$ cat src/rtl/pipeline_stall_controller_pkg.sv
// Shared pipeline types for the ARM 5-stage core.
// Holds the stall sequencer state encoding and default timeout.
package arm_pipe_pkg;

    typedef enum logic [1:0] {
        RUN      = 2'd0,
        MEM_WAIT = 2'd1,
        ERROR    = 2'd2
    } stall_state_t;

    localparam int DEF_MEM_TIMEOUT = 64;

endpackage

$ cat src/rtl/pipeline_stall_controller_sat_counter.sv
// Saturating up-counter used for the stall/bubble debug counters.
// Holds at all-ones once reached.
module sat_counter #(
    parameter int W = 16
) (
    input  logic         clk,
    input  logic         rst,
    input  logic         inc,
    output logic [W-1:0] count
);

    always_ff @(posedge clk) begin
        if (rst) begin
            count <= '0;
        end else if (inc && (count != '1)) begin
            count <= count + 1'b1;
        end
    end

endmodule

$ cat src/rtl/pipeline_stall_controller.sv
// Freeze/flush sequencer: merges hazard, branch and SRAM handshake
// into per-register freeze and flush enables with a MEM timeout.
module pipeline_stall_controller
    import arm_pipe_pkg::*;
#(
    parameter int MEM_TIMEOUT = DEF_MEM_TIMEOUT,
    parameter int CNT_W       = 16
) (
    input  logic             clk,
    input  logic             rst,
    input  logic             hazard_detected,
    input  logic             branch_taken,
    input  logic             mem_req,
    input  logic             mem_ready,
    output logic             mem_start,
    output logic             freeze_pc,
    output logic             freeze_if_id,
    output logic             freeze_id_exe,
    output logic             freeze_exe_mem,
    output logic             freeze_mem_wb,
    output logic             flush_if_id,
    output logic             flush_id_exe,
    output logic             mem_error,
    output logic [CNT_W-1:0] stall_cycles,
    output logic [CNT_W-1:0] bubble_count
);

    localparam int WAIT_W = $clog2(MEM_TIMEOUT) + 1;
    localparam logic [WAIT_W-1:0] WAIT_LAST = WAIT_W'(MEM_TIMEOUT - 1);

    stall_state_t      state, next_state;
    logic [WAIT_W-1:0] wait_cnt;
    logic              frz_all;
    logic              frz_front;
    logic              run_rules;

    always_ff @(posedge clk) begin
        if (rst) begin
            state <= RUN;
        end else begin
            state <= next_state;
        end
    end

    always_ff @(posedge clk) begin
        if (rst) begin
            wait_cnt <= '0;
        end else if (state == RUN && mem_req) begin
            wait_cnt <= '0;
        end else if (state == MEM_WAIT && !mem_ready) begin
            wait_cnt <= wait_cnt + 1'b1;
        end
    end

    always_ff @(posedge clk) begin
        if (rst) begin
            mem_error <= 1'b0;
        end else if (next_state == ERROR) begin
            mem_error <= 1'b1;
        end
    end

    always_comb begin
        next_state = state;
        unique case (state)
            RUN: begin
                if (mem_req) next_state = MEM_WAIT;
            end
            MEM_WAIT: begin
                if (mem_ready) begin
                    next_state = RUN;
                end else if (wait_cnt == WAIT_LAST) begin
                    next_state = ERROR;
                end
            end
            ERROR: next_state = ERROR;
            default: next_state = RUN;
        endcase
    end

    // Branch outranks hazard: a stalled ID instruction is wrong-path anyway.
    always_comb begin
        mem_start    = 1'b0;
        frz_all      = 1'b0;
        frz_front    = 1'b0;
        run_rules    = 1'b0;
        flush_if_id  = 1'b0;
        flush_id_exe = 1'b0;
        if (!rst) begin
            unique case (state)
                RUN: begin
                    if (mem_req) begin
                        mem_start = 1'b1;
                        frz_all   = 1'b1;
                    end else begin
                        run_rules = 1'b1;
                    end
                end
                MEM_WAIT: begin
                    if (mem_ready) run_rules = 1'b1;
                    else           frz_all   = 1'b1;
                end
                ERROR:   frz_all = 1'b1;
                default: frz_all = 1'b0;
            endcase
            if (run_rules) begin
                if (branch_taken) begin
                    flush_if_id  = 1'b1;
                    flush_id_exe = 1'b1;
                end else if (hazard_detected) begin
                    frz_front    = 1'b1;
                    flush_id_exe = 1'b1;
                end
            end
        end
    end

    assign freeze_pc      = frz_all | frz_front;
    assign freeze_if_id   = frz_all | frz_front;
    assign freeze_id_exe  = frz_all;
    assign freeze_exe_mem = frz_all;
    assign freeze_mem_wb  = frz_all;

    sat_counter #(.W(CNT_W)) u_stall_cnt (
        .clk   (clk),
        .rst   (rst),
        .inc   (freeze_pc),
        .count (stall_cycles)
    );

    sat_counter #(.W(CNT_W)) u_bubble_cnt (
        .clk   (clk),
        .rst   (rst),
        .inc   (flush_id_exe),
        .count (bubble_count)
    );

endmodule

$ cat config.mk
export PLATFORM = sky130hd
export DESIGN_NAME = pipeline_stall_controller
export DESIGN_NICKNAME = d
export VERILOG_FILES = /design/src/rtl/pipeline_stall_controller_pkg.sv /design/src/rtl/pipeline_stall_controller_sat_counter.sv /design/src/rtl/pipeline_stall_controller.sv
export SDC_FILE = /design/constraint.sdc
export NUM_CORES = 1
export LEC_CHECK = 0
export CAP_MARGIN = 15
export CORE_ASPECT_RATIO = 1.1
export CORE_UTILIZATION = 54
export CTS_CLUSTER_DIAMETER = 80
export DETAILED_ROUTE_END_ITERATION = 10
export PLACE_DENSITY = 0.9
export REMOVE_ABC_BUFFERS = 1
export SYNTH_ARGS = -nofsm -noshare
export SYNTH_HDL_FRONTEND = slang
export SYNTH_SLANG_ARGS = --single-unit
$ cat constraint.sdc
create_clock -name clk -period 3.5 [get_ports clk]
set_clock_uncertainty 0.15 [all_clocks]
set_input_delay 0.35 -clock clk [delete_from_list [all_inputs] [get_ports clk]]
set_output_delay 0.35 -clock clk [all_outputs]
set_load 0.005 [all_outputs]
* Word-level counts from Yosys, hierarchy flattened
Cells that the tools add are included.
** Operators by class
- Add/sub/neg operators :: 3
- Equality and inequality tests :: 6
- Mux-type cells :: 24
- Bitwise logic cells :: 1
- Reductions and logical operators :: 7
** Operator list (number)
- adder 16 x 1 -> 16 bit, second input constant :: 2
- != test 16 bit, second input constant :: 2
- two-way mux 1 bit :: 18
- adder 7 x 1 -> 7 bit, second input constant :: 1
- equality test 7 x 6 -> 1 bit, second input constant :: 1
- two-way mux 2 bit :: 3
- case mux 2 bit (3 select lines) :: 1
- equality test 2 bit, second input constant :: 2
- logical AND 1 bit :: 4
- case mux 1 bit (3 select lines) :: 1
- equality test 2 x 1 -> 1 bit, second input constant :: 1
- zero test 2 bit :: 1
- case mux 1 bit (2 select lines) :: 1
- OR reduction 2 bit :: 1
- zero test 1 bit :: 1
- bitwise OR 1 bit :: 1
** Word-level totals
- Flip-flop bits (word level) :: 42
- Bits of input ports :: 6
- Output and inout bits :: 41
- Word-level logic and storage cells :: 46

* Logic depth before layout (Yosys ltp)
- Depth after elaboration :: 7
- Mapped depth :: 7
- Depth with buffers taken out :: 6

* Hierarchy
From an unflattened synthesis, not the netlist that was laid out.
** Unflattened totals
- Cells, all modules :: 260
- Area, all modules :: 2213.4 um2
** By module, submodules not included
- sat_counter :: times used 2, cells each 99, area an instance 848.3 um2, seq. area each 320.3 um2
- pipeline_stall_controller :: times used 1, cells each 62, area an instance 516.7 um2, seq. area each 200.2 um2

* Least setup slack after synthesis
No wires, ideal clock.
- Path type :: input to register
- Start point :: input port rst
- End point :: register u_stall_cnt.count[13]
- Library setup time :: 0.123 ns
- Data arrival time :: 1.646 ns
- Data required time :: 3.227 ns
- Slack :: 1.580 ns
- Stages on the path :: 6
- Buffers on the path :: 1
- Cell sequence :: buf_6 -> or2_4 -> o32ai_4 -> nor2_2 -> nor4_1 -> mux2_1
** On the way
- Cells in the longest elaborated chain, start to end :: 3
- Elaborated cells on any way between the ends :: 4
- Classes of those cells :: 2 x mux; 1 x bitwise; 1 x reduce/logical
** RTL lines
- from (decl) :: RTL line pipeline_stall_controller.sv:10 : input logic rst,
- two-way mux 1 bit :: RTL line pipeline_stall_controller.sv:89 : if (!rst) begin
- net freeze_exe_mem :: RTL line pipeline_stall_controller.sv:19 : output logic freeze_exe_mem,
- bitwise OR 1 bit :: RTL line pipeline_stall_controller.sv:118 : assign freeze_pc = frz_all | frz_front;
- logical AND 1 bit :: RTL line pipeline_stall_controller_sat_counter.sv:15 : end else if (inc && (count != '1)) begin
- to (signal assigned) :: RTL line pipeline_stall_controller_sat_counter.sv:16 : count <= count + 1'b1;
- to (decl) :: RTL line pipeline_stall_controller_sat_counter.sv:9 : output logic [W-1:0] count
The timed path passes the listed nets, and every way through them passes these cells.
A chain may end at the register's enable or synchronous reset.

* Worst setup path after layout
- Start point :: input port rst
- End point :: output port flush_id_exe
** On the way
- Cells in the longest elaborated chain, start to end :: 1
** RTL lines
- two-way mux 1 bit :: RTL line pipeline_stall_controller.sv:89
- to (decl) :: RTL line pipeline_stall_controller.sv:22 : output logic flush_id_exe,
Every way passes these cells.

==> flow_summary_export.csv <==
group,metric,value,unit
floorplanning,die_y,67.4,um
worst_setup_path,path_delay_family,"buffers and inverters",
route,antenna_left,0,
sta,max-slew-margin-rel,54.6,%
power,peakVddDrop,299,uV
power,powerDensity,359,nW/um^2
sta,worst_slew_pin_slew,0.681,ns
cts,cts_buffer_depth,2,
logic_synthesis,synth_edf_count,0,
logic_synthesis,synthFlopType,"dfxtp_1",
logic_synthesis,synth.ff_latch_count,42,
floorplanning,die_x,61.4,um
route,routed_wl,4650,um
sta,rsz0062_at_grt,"no",
sta,finalSetupViolations,0,
placed_design,gp_congestion,0.815,
cts,cts_made_buffers,5,
sta,hold_viol_final,0,
cts,clockRootBuffer,"clkbuf_8",
final_layout,antenna_cells,0,
logic_synthesis,avgSynthCellArea,8.56,sq um
global_routing,grt_pass1_vias,1772,
worst_setup_path,worstPathMaxFanout,16,
logic_synthesis,syn-instance-count,245,
global_routing,grt_usage,25.0,%
worst_setup_path,worst_setup_path_startpoint,"rst",
floorplanning,die-area,4140,sq um
power,power,0.960,mW
placed_design,post-place-ws,0.627,ns
cts,cts_setup_buffers,0,
logic_synthesis,ys_async_sr_fraction,0,%
outcome,status,"finished clean",
worst_setup_path,crit_required,3.00,ns
logic_synthesis,synth_area,2100,sq um
logic_synthesis,synth.distinct_cells,42,
sta,period_share,82.4,%
final_layout,stdcell_area,2670,sq um
global_routing,grt_max_degree,27,
worst_setup_path,critPathKind,"primary input to output pin",
global_routing,gr-total-overflow,0,
cts,postCtsHoldBufs,0,
worst_setup_path,critical-path-max-stage-delay,0.70,ns
cts,cts_resized,0,
worst_setup_path,critPathLaunchType,"primary input",
worst_setup_path,r2r-start,"u_bubble_cnt.count[0]",
sta,fmax,0.347,GHz
placed_design,portBuffers,46,
floorplanning,fp-row-count,23,
floorplanning,ios,47,
logic_synthesis,yosys_warnings,0,
cts,clk_latency,0.29,ns
sta,finalWorstSetupSlack,0.615,ns
worst_setup_path,worst-path-buf-inv,3,
global_routing,grt_antenna_before_repair,0,
route,vias_per_cell,5.69,
final_layout,final_nets,299,
worst_setup_path,cp_cell_sequence,"clkdlybuf4s50_1 -> nor2_1 -> o2111ai_2 -> inv_1 -> clkdlybuf4s50_1",
flow_run,cap_viol_max_count,0,
route,drt_first_pass_iters,4,
route,drcViolationCount,0,
worst_setup_path,end_kind,"output pin",
cts,cts.sink_count,42,
worst_setup_path,slowest_stage,"clkdlybuf4s50_1",
sta,fin_crit,2.89,ns
worst_setup_path,crit_top_cell,"clkdlybuf4s50_1",
logic_synthesis,seq_area_frac_synth,40.1,%
cts,cts_tree,"done",
sta,finalSetupTns,0,ns
power,leakage,0.863,nW
placed_design,dpl.hpwl,3300,um
cts,htree_num_levels,2,
sta,slew_viol_final,0,
final_layout,drive_above_1_share,7.56,%
cts,clk_pin_slew,0.08,ns
route,vias,1939,
final_layout,syn_to_final_growth,27.4,%
worst_setup_path,cp_data_arrival_time,2.39,ns
final_layout,final_core_util,72.6,%
floorplanning,coreArea,3680,sq um
floorplanning,start_util,57.0,%
global_routing,grt_first_pass_wirelength,7710,um
hold_path,min_from,"mem_error",
route,first_iter_violations,77,
placed_design,place_area,2560,sq um
hold_path,hold_class,"register to register",
route,routedWlPerCell,13.6,um
[worst paths after layout]
check	end	slack [ns]	cells after the start
setup / recovery	flush_id_exe	0.61	5
hold / removal	mem_error	0.30	2
setup reg to reg	u_bubble_cnt.count[2]	1.40	6
hold reg to reg	mem_error	0.30	2
[where the power goes]
| part | switching (mW) | leakage, nW | internal [mW] |
|---|---|---|---|
| clock network | 0.173 | 0.0585 | 0.214 |
| logic | 0.0409 | 0.465 | 0.0402 |
| registers | 0.00855 | 0.339 | 0.483 |
| total | 0.223 | 0.863 | 0.737 |
[cells in the final DEF (no fill, tap or decap), types with 8 or more instances in the layout]
cell,n
xnor2_1,16
nand2_1,21
nor4_1,10
clkdlybuf4s50_1,46
nand4_1,10
nor2_1,35
nand3_1,11
nor3_1,8
dfxtp_1,42
a21oi_1,13
[worst register-to-register path, stage by stage, from the launching register on]
cell and delay [ns]:
dfxtp_1 0.41, ha_1 0.19, nand3_1 0.18, nor4_2 0.63, nor2_1 0.18, nand2_1 0.13, mux2i_1 0.17
[registers in the layout (all words and copies together), names as in the netlist]
name / count
state: 2
u_stall_cnt.count: 16
wait_cnt: 7
u_bubble_cnt.count: 16
mem_error: 1
[cell type report]
| class | count | area (sq um) |
|---|---|---|
| Clock buffer | 5 | 68.8 |
| Clock inverter | 3 | 43.8 |
| Fill cell | 316 | 1010 |
| Inverter | 7 | 26.3 |
| Multi-Input combinational cell | 186 | 1160 |
| Sequential cell | 42 | 841 |
| Tap cell | 50 | 62.6 |
| Timing Repair Buffer | 48 | 475 |
[stage by stage]
step           hold slack [ns]  instances
2_1_floorplan            0.269        235
3_3_place_gp             0.284        333
3_5_place_dp             0.288        333
4_1_cts                  0.299        341
5_1_grt                  0.342        341
6_report                 0.296        341
[cell usage after synthesis (2+ instances only)]
library cell  instances  share of area, %
dfxtp_1              42                40
nor2_1               35               6.3
nand2_1              21               3.8
xnor2_1              16               6.7
a21oi_1              13               3.1
nand3_1              11               2.6
nand4_1              10               3.0
nor4_1               10               3.0
nor3_1                8               1.9
inv_1                 7               1.3
o21ai_0               7               1.7
or3_1                 7               2.1
xor2_1                6               2.5
and4_1                5               2.1
buf_4                 4               1.4
buf_6                 3               1.6
clkbuf_1              3              0.54
ha_1                  3               1.8
mux2i_1               3               1.4
o21ai_1               3              0.72
o31ai_1               3               1.1
and3_1                2              0.60
nand2b_2              2              0.83
nor2b_1               2              0.60
nor4_2                2               1.2
[metal layers]
metal  global-route usage [%]  part of all wire, %
met5                        0                    0
met4                     9.44                  1.8
met3                     5.75                  4.7
met1                     30.6                   44
met2                     42.4                   49
[logic make-up after synthesis]
| family | count (synthesis) | share of synthesized area [%] |
|---|---|---|
| XOR/XNOR | 22 | 9.18 |
| AND/OR/NAND/NOR | 123 | 30.9 |
| flip-flops | 42 | 40.1 |
| buffers and inverters | 17 | 4.83 |
| multiplexers | 4 | 1.97 |
| adder cells (fa/ha/maj) | 3 | 1.79 |
| AO/OA/AOI/OAI | 34 | 11.2 |
No activity file was read; power rests on OpenSTA's default activity.
